File: src/rtl/ex_mem_reg_pkg.sv
// Constants shared by the pipeline registers and the hazard unit of the
// five-stage MIPS core.
package ex_mem_reg_pkg;

   localparam logic [1:0]  WD_ALU   = 2'd0;
   localparam logic [1:0]  WD_MEM   = 2'd1;
   localparam logic [1:0]  WD_PC8   = 2'd2;

   localparam int          TNEW_W   = 2;
   localparam logic [31:0] RESET_PC = 32'h0000_3000;

   // Link value written by jal; wraps modulo 2^32.
   function automatic logic [31:0] pc_plus8(input logic [31:0] pc);
      return pc + 32'd8;
   endfunction

endpackage

File: src/rtl/ex_mem_reg_m_fwd_sel.sv
// M-stage forwarding select: derives the forwarded value and its validity
// from the registered EX/MEM state only.
module ex_mem_reg_m_fwd_sel #(
   parameter int TNEW_W = ex_mem_reg_pkg::TNEW_W
) (
   input  logic [1:0]        wd_sel,
   input  logic [4:0]        wa,
   input  logic [TNEW_W-1:0] tnew,
   input  logic              valid,
   input  logic [31:0]       alu_out,
   input  logic [31:0]       pc,
   output logic [31:0]       fwd_data,
   output logic              fwd_ok
);
   import ex_mem_reg_pkg::*;

   logic can_fwd_s;

   // Loads and the reserved encoding never forward from M; $0 is never forwarded.
   always_comb begin
      fwd_data  = 32'h0000_0000;
      can_fwd_s = 1'b0;
      case (wd_sel)
         WD_ALU: begin
            fwd_data  = alu_out;
            can_fwd_s = 1'b1;
         end
         WD_PC8: begin
            fwd_data  = pc_plus8(pc);
            can_fwd_s = 1'b1;
         end
         default: begin
            fwd_data  = 32'h0000_0000;
            can_fwd_s = 1'b0;
         end
      endcase
      fwd_ok = can_fwd_s && valid && (tnew == '0) && (wa != 5'd0);
   end

endmodule

File: src/rtl/ex_mem_reg.sv
// EX/MEM pipeline register: captures E-stage results, ages Tnew by one stage
// and drives the M-stage forwarding bus.
module ex_mem_reg #(
   parameter logic [31:0] RESET_PC = ex_mem_reg_pkg::RESET_PC,
   parameter int          TNEW_W   = ex_mem_reg_pkg::TNEW_W
) (
   input  logic              clk,
   input  logic              reset,
   input  logic              en,
   input  logic              flush,
   input  logic [31:0]       e_pc,
   input  logic [31:0]       e_instr,
   input  logic [31:0]       e_alu_out,
   input  logic [31:0]       e_rt_data,
   input  logic [4:0]        e_wa,
   input  logic [1:0]        e_wd_sel,
   input  logic              e_mem_we,
   input  logic [TNEW_W-1:0] e_tnew,
   output logic [31:0]       m_pc,
   output logic [31:0]       m_instr,
   output logic [31:0]       m_alu_out,
   output logic [31:0]       m_rt_data,
   output logic [4:0]        m_wa,
   output logic [1:0]        m_wd_sel,
   output logic              m_mem_we,
   output logic [TNEW_W-1:0] m_tnew,
   output logic              m_valid,
   output logic [4:0]        fwd_addr,
   output logic [31:0]       fwd_data,
   output logic              fwd_ok
);
   import ex_mem_reg_pkg::*;

   logic [31:0]       pc_d, pc_q;
   logic [31:0]       instr_d, instr_q;
   logic [31:0]       alu_out_d, alu_out_q;
   logic [31:0]       rt_data_d, rt_data_q;
   logic [4:0]        wa_d, wa_q;
   logic [1:0]        wd_sel_d, wd_sel_q;
   logic              mem_we_d, mem_we_q;
   logic [TNEW_W-1:0] tnew_d, tnew_q;
   logic              valid_d, valid_q;
   logic [TNEW_W-1:0] tnew_aged_s;

   // Next state: flush beats stall beats load; a bubble keeps its PC.
   always_comb begin
      if (e_tnew == '0) begin
         tnew_aged_s = '0;
      end else begin
         tnew_aged_s = e_tnew - TNEW_W'(1);
      end

      pc_d      = pc_q;
      instr_d   = instr_q;
      alu_out_d = alu_out_q;
      rt_data_d = rt_data_q;
      wa_d      = wa_q;
      wd_sel_d  = wd_sel_q;
      mem_we_d  = mem_we_q;
      tnew_d    = tnew_q;
      valid_d   = valid_q;

      if (flush) begin
         pc_d      = e_pc;
         instr_d   = 32'h0000_0000;
         alu_out_d = 32'h0000_0000;
         rt_data_d = 32'h0000_0000;
         wa_d      = 5'd0;
         wd_sel_d  = WD_ALU;
         mem_we_d  = 1'b0;
         tnew_d    = '0;
         valid_d   = 1'b0;
      end else if (en) begin
         pc_d      = e_pc;
         instr_d   = e_instr;
         alu_out_d = e_alu_out;
         rt_data_d = e_rt_data;
         wa_d      = e_wa;
         wd_sel_d  = e_wd_sel;
         mem_we_d  = e_mem_we;
         tnew_d    = tnew_aged_s;
         valid_d   = 1'b1;
      end else begin
         valid_d   = valid_q;
      end
   end

   // State registers with asynchronous reset.
   always_ff @(posedge clk or posedge reset) begin
      if (reset) begin
         pc_q      <= RESET_PC;
         instr_q   <= 32'h0000_0000;
         alu_out_q <= 32'h0000_0000;
         rt_data_q <= 32'h0000_0000;
         wa_q      <= 5'd0;
         wd_sel_q  <= 2'd0;
         mem_we_q  <= 1'b0;
         tnew_q    <= '0;
         valid_q   <= 1'b0;
      end else begin
         pc_q      <= pc_d;
         instr_q   <= instr_d;
         alu_out_q <= alu_out_d;
         rt_data_q <= rt_data_d;
         wa_q      <= wa_d;
         wd_sel_q  <= wd_sel_d;
         mem_we_q  <= mem_we_d;
         tnew_q    <= tnew_d;
         valid_q   <= valid_d;
      end
   end

   assign m_pc      = pc_q;
   assign m_instr   = instr_q;
   assign m_alu_out = alu_out_q;
   assign m_rt_data = rt_data_q;
   assign m_wa      = wa_q;
   assign m_wd_sel  = wd_sel_q;
   assign m_mem_we  = mem_we_q;
   assign m_tnew    = tnew_q;
   assign m_valid   = valid_q;
   assign fwd_addr  = wa_q;

   ex_mem_reg_m_fwd_sel #(
      .TNEW_W (TNEW_W)
   ) u_m_fwd_sel (
      .wd_sel   (wd_sel_q),
      .wa       (wa_q),
      .tnew     (tnew_q),
      .valid    (valid_q),
      .alu_out  (alu_out_q),
      .pc       (pc_q),
      .fwd_data (fwd_data),
      .fwd_ok   (fwd_ok)
   );

endmodule

File: config.mk
export PLATFORM = sky130hd
export DESIGN_NAME = ex_mem_reg
export DESIGN_NICKNAME = d
export VERILOG_FILES = /design/src/rtl/ex_mem_reg_pkg.sv /design/src/rtl/ex_mem_reg_m_fwd_sel.sv /design/src/rtl/ex_mem_reg.sv
export SDC_FILE = /design/constraint.sdc
export NUM_CORES = 1
export LEC_CHECK = 0
export ABC_AREA = 1
export BUFFER_PORTS_ARGS = -buffer_cell sky130_fd_sc_hd__buf_2
export CORE_AREA = 2 2 122 124
export CTS_CLUSTER_DIAMETER = 50
export DETAILED_ROUTE_END_ITERATION = 16
export DIE_AREA = 0 0 124 126
export GPL_ROUTABILITY_DRIVEN = 0
export PLACE_DENSITY = 0.86
export SETUP_SLACK_MARGIN = 0.5
export SLEW_MARGIN = 20
export SYNTH_ARGS = -nofsm -noshare
export SYNTH_HDL_FRONTEND = slang
export SYNTH_SLANG_ARGS = --single-unit
File: constraint.sdc
create_clock -name clk -period 7.9 [get_ports clk]
set_input_delay 1.185 -clock clk [delete_from_list [all_inputs] [get_ports clk]]
set_output_delay 1.185 -clock clk [all_outputs]
set_load 0.05 [all_outputs]
==> results.toml, run 1 <==
[synth]
synth_cells = 839
netlist_area_um2 = 6660
synth_cell_type_count = 29
avgSynthCellArea_um2 = 7.93
ys_warn_count = 0
synth_seq_cells = 139
netlist_top_cells_area = "dfrtp_1 52%, nand2_1 14%, inv_1 8.9%"
synth_top_cell_area_share_pct = 51.5
yosysTopAreaCell = "dfrtp_1"
yosysSeqAreaShare_pct = 52.3
synth_nets = 982

[pwr]
powerDensity_nw_per_um2 = 237
p_leak_nw = 5.13
ir_drop_mv = 0.140

[global_route]
grt_pass1_vias = 6350
gr-usage-all-layers_pct = 26.9
antenna_found_initial = 2
grt_first_pass_wirelength_um = 32300
grt-ovfl-total = 0
grt_max_degree = 102

[floorplan]
die_w_um = 124
die_area_um2 = 15600
die_y_um = 126
floorplan.rows = 44
io_pins = 319
start_util_pct = 46.5
core_region_area_um2 = 14300

[min_path]
min_to = "m_instr[20]$_DFFE_PP0P_"
whs_path_depth = 2
hp-class = "reg2reg"
hold_path.startpoint = "m_instr[20]$_DFFE_PP0P_"

[timing]
slew_headroom_pct = 29.9
min_period_ps = 3650
fmax_mhz = 274
setup_viol = 0
rsz0062_at_grt = "false"
period_share_pct = 46.1
tns_ps = 0
finalHoldViolations = 0
slew_viol_final = 0
skew_ps = 0
tightestPinTransition_ps = 1050

[drt]
wl_per_cell_um = 15.5
drtIter0Drc = 570
vias = 6636
dr.pass1.iters = 7
drc = 0
routed_wl_um = 20700
viasPerCell = 4.96
postRouteAntennaNets = 0

[critical_path]
rr_worst_depth = 2
cpPeakStageDelay_ps = 620
r2r_end = "m_pc[12]$_DFFE_PP1P_"
r2r_slack_ps = 7020
timing.rr.start = "m_pc[12]$_DFFE_PP1P_"
worstPathRequired_ps = 6710
cp.buffers_inverters = 2
path_cells = "nor2_2 -> inv_2 -> o21ai_0 -> buf_2"
path_max_fanout = 17
cpMaxStageDelayCell = "nor2_2"
end_kind = "output port"
crit_type = "reg2out"
start_kind = "flop"
crit_arrival_ps = 2460
crit_family = "simple AND/OR/NAND/NOR gates"

[placement]
dp.cells = 1305
port_buffers = 318
place_area_um2 = 8290
dp_hpwl_um = 15000

[cells_and_area]
synthToLayoutAreaGrowth_pct = 34.1
seq_area_um2 = 3480
fillers = 1244
multi_input_area_um2 = 2360
fin_area_um2 = 8930
drive_gt1_share_pct = 34.6
finish.net_count = 1283
final_cell_count_no_fill = 1337

[clocking]
cts_resized = 0
cts_tree = "done"
clkLatencyLatePin_ps = 420
clk_pin_slew_ps = 60
clock_tree.root_cell = "clkbuf_16"
numCtsBuffers = 17
htreeDepth = 4
cts_hold_buffers = 0
cts_num_sinks = 139
post-cts-setup-buffer-count = 0
cts_buffer_depth = 2

[outcome]
outcome = "finished clean"

[run]
cap_violations = 0
registers in the layout, indices dropped and copies added, names as in the netlist:
register	count
m_instr	32
m_pc	32
m_tnew	2
m_alu_out	32
m_mem_we	1
m_wd_sel	2
m_valid	1
m_rt_data	32
fwd_addr	5
cells by family after synthesis:
group / after synthesis / synth area share (%)
buffers and inverters: 198 / 12.3
AOI/OAI and AO/OA: 160 / 13.8
and+or+nand+nor: 339 / 21.1
xor gates and xnor gates: 2 / 0.263
adders and majority gates: 1 / 0.188
DFF: 139 / 52.3
through the flow:
step | hold slack (ps) | util, % | power [mW] | setup slack, ps
floorplan | 596 | - | 1.13 | 2990
global placement | 461 | 57.9 | 1.26 | 4850
detailed placement | 468 | 57.9 | 1.27 | 4750
CTS | 483 | 62.3 | 2.13 | 4290
global route | 490 | 62.4 | 2.20 | 4140
finish | 479 | 62.4 | 2.12 | 4250
layout by cell type, fill, tap and decap left out, types with 3 or more instances in the layout:
cell type,count
nand2_1,251
nor2_2,8
buf_2,318
dfrtp_1,137
clkbuf_16,17
bufinv_16,4
nand2_2,6
nor2_1,33
clkinvlp_4,3
o21bai_1,3
a21oi_1,4
nand3_1,28
o22ai_1,27
o21ai_0,97
o21ai_2,20
o21ai_1,8
inv_6,4
nor2_4,6
inv_1,156
synth_stat cells:
library cell	number
a21oi_1	4
and2_1	1
buf_2	15
buf_4	6
buf_6	5
clkbuf_1	13
dfrtp_1	137
dfstp_2	2
ha_1	1
inv_1	157
inv_2	2
nand2_1	251
nand2_2	6
nand2_4	1
nand3_1	28
nand4_1	2
nor2_1	34
nor2_2	8
nor2_4	5
nor3b_1	1
nor4_1	1
o21ai_0	97
o21ai_1	8
o21ai_2	20
o21bai_1	3
o22ai_1	27
o31ai_1	1
or2_1	1
xor2_1	2
worst max-delay path by stage:
stage | startpoint | endpoint | slack, ps | depth (start not counted)
6_report | m_wd_sel[0]$_DFFE_PP0P_ | fwd_data[14] | 4250 | 4
5_1_grt | m_wd_sel[0]$_DFFE_PP0P_ | fwd_data[14] | 4140 | 4
4_1_cts | m_wd_sel[0]$_DFFE_PP0P_ | fwd_data[14] | 4290 | 4
3_5_place_dp | m_wd_sel[0]$_DFFE_PP0P_ | fwd_data[14] | 4750 | 4
3_3_place_gp | m_wd_sel[0]$_DFFE_PP0P_ | fwd_data[14] | 4850 | 4
2_1_floorplan | reset | fwd_addr[0]$_DFFE_PP0P_ | 2990 | 1
layout make-up:
class | instances | share of cell area, %
antenna | 1 | 0.0280
clock buffer | 18 | 4.92
clock inverter | 13 | 2.14
inverter | 159 | 6.75
multi-input combinational | 502 | 26.5
sequential | 139 | 39.0
tap | 184 | 2.58
timing repair buffer | 321 | 18.1
where the power goes:
group | switching, mW | internal (mW) | leakage (nW)
registers | 0.0416 | 0.757 | 1.80
clock network | 0.320 | 0.538 | 0.299
logic | 0.355 | 0.104 | 3.03
per-layer routing:
metal / vias up / part of all wire, % / track usage (%)
li1: 3189 / - / -
met1: 3057 / 40 / 34.0
met2: 324 / 48 / 43.6
met3: 64 / 7.9 / 6.16
met4: 2 / 3.7 / 12.6
met5: - / 0.077 / 0
worst register-to-register path: cells and delay by family, from the launching register on:
kind	cells	cell delay, ps
flops	1	570
compound gates	1	150
buf+inv	1	60
Power figures use the tool's default switching activity.
==> inputs of run 2 (changes only) <==
- CORE_AREA: 2 2 122 124 -> not set
- CORE_MARGIN: not set -> 2
- CORE_UTILIZATION: not set -> 47
- DIE_AREA: 0 0 124 126 -> not set
- PLACE_DENSITY: 0.86 -> 0.87
- clock period: 7.9 -> 3.5 ns (I/O delays scaled with it)
==> run 2 against run 1 <==
Net effect:
- sequential power up 130%
- die area shrank 3.2%
- count of clock-buffer cells in the layout rose by 1
- wire length increased by 1.2%
- flip-flop and latch count unchanged
- setup slack got worse by 3500 ps
- critical path type unchanged
==> results.toml, run 2 (synthesized netlist as in run 1, its figures left out) <==
[placement]
port_buffers = 318
place_area_um2 = 8320
dp.cells = 1302
dp_hpwl_um = 15400

[global_route]
grt_max_degree = 140
grt_first_pass_wirelength_um = 31800
grt-ovfl-total = 0
antenna_found_initial = 2
gr-usage-all-layers_pct = 27.3
grt_pass1_vias = 6371

[timing]
fmax_mhz = 361
tightestPinTransition_ps = 1050
period_share_pct = 79.1
tns_ps = 0
min_period_ps = 2770
rsz0062_at_grt = "false"
finalHoldViolations = 0
setup_viol = 0
slew_headroom_pct = 30.0
slew_viol_final = 0
skew_ps = 0

[drt]
drc = 0
wl_met1_um = 8050
postRouteAntennaNets = 0
highest_layer = "met5"
vias = 6793
routed_wl_um = 21000
viasPerCell = 5.08
dr.pass1.iters = 6
wl_per_cell_um = 15.7
wl_met3_um = 1820
met2_length_um = 10300
drtIter0Drc = 601

[cells_and_area]
synthToLayoutAreaGrowth_pct = 34.9
fin_area_um2 = 8980
finish.net_count = 1285
layout_commonest_cell = "buf_2"
final_cell_count_no_fill = 1336
final_cell_mix = "318 x buf_2, 251 x nand2_1, 156 x inv_1, 137 x dfrtp_1, 97 x o21ai_0"
drive_gt1_share_pct = 34.7

[critical_path]
start_kind = "flop"
crit_arrival_ps = 2240
end_kind = "output port"
worstPathRequired_ps = 2970
path_max_fanout = 5
crit_type = "reg2out"

[clocking]
clkLatencyLatePin_ps = 410
cts_num_sinks = 139
clk_pin_slew_ps = 60
numCtsBuffers = 17
cts_tree = "done"
htreeDepth = 4
clock_tree.root_cell = "clkbuf_16"
cts_buffer_depth = 2

[floorplan]
die_area_um2 = 15100
die_y_um = 123
die_w_um = 123
floorplan.rows = 43
io_pins = 319
start_util_pct = 48.0
core_region_area_um2 = 13900

[pwr]
ir_drop_mv = 0.396
powerDensity_nw_per_um2 = 537
p_leak_nw = 5.16

[run]
cap_violations = 0

[min_path]
hp-class = "in2async"

[outcome]
outcome = "finished clean"
run 2: changes by cell type in the layout (fill, tap and decap cells not counted):
| cell | change |
|---|---|
| clkinv_4 | -1 |
| buf_6 | -1 |
| clkinv_2 | -1 |
| nor2_4 | +1 |
| inv_8 | +2 |
| clkbuf_1 | +1 |
| clkinvlp_4 | -1 |
| buf_12 | +2 |
| inv_6 | +1 |
run 2: area by class of cell:
class                      instances  area (µm²)
clock inverter                    13         203
tap                              180         225
clock buffer                      19         443
inverter                         159         602
multi-input combinational        503        2370
antenna                            1        2.50
fill                            1185        4900
timing repair buffer             322        1650
sequential                       139        3480
run 2: where the power goes:
group	leakage, nW	internal [mW]	switching, mW
Sequential	1.80	1.71	0.0976
Clock	0.313	1.24	0.737
Combinational	3.04	0.240	0.802
run 2: repair_timing:
action / CTS / global route
endpoints found under the setup margin: 0 / 2
buffers inserted: 0 / 0
resized for setup: 0 / 1
hold buffers: 0 / 0
run 2: final timing paths:
| kind | startpoint | endpoint | slack (ps) | depth (start not counted) |
|---|---|---|---|---|
| setup / recovery | m_pc[3]$_DFFE_PP0P_ | fwd_data[11] | 730 | 8 |
| hold / removal | reset | fwd_addr[0]$_DFFE_PP0P_ | 280 | 3 |
| setup reg to reg | m_pc[12]$_DFFE_PP1P_ | m_pc[12]$_DFFE_PP1P_ | 2590 | 2 |
| hold reg to reg | m_rt_data[29]$_DFFE_PP0P_ | m_rt_data[29]$_DFFE_PP0P_ | 480 | 2 |
| max in group asynchronous | reset | m_alu_out[28]$_DFFE_PP0P_ | 2560 | 3 |
| min in group clk | e_tnew[0] | m_tnew[0]$_DFFE_PP0P_ | 310 | 2 |
run 2: worst max-delay path, stage by stage, from the launching register on:
cell,delay (ps)
dfrtp_1,440
ha_1,210
nand2_2,90
nor2_2,200
nand2_2,150
inv_1,150
o21ai_0,150
o22ai_1,150
buf_2,280
run 2: layer usage:
| metal | vias up | global-route usage (%) |
|---|---|---|
| li1 | 3194 | - |
| met1 | 3176 | 33.3 |
| met2 | 350 | 44.6 |
| met3 | 71 | 8.03 |
| met4 | 2 | 12.7 |
| met5 | - | 0 |
run 2: per-stage QoR:
stage	setup slack [ps]	power [mW]	utilization (%)	hold slack [ps]
5_1_grt	596	4.99	64.7	292
6_report	732	4.82	64.7	284
3_5_place_dp	1080	2.87	59.9	463
2_1_floorplan	696	2.56	-	588
4_1_cts	630	4.84	64.6	293
3_3_place_gp	1160	2.85	59.9	460
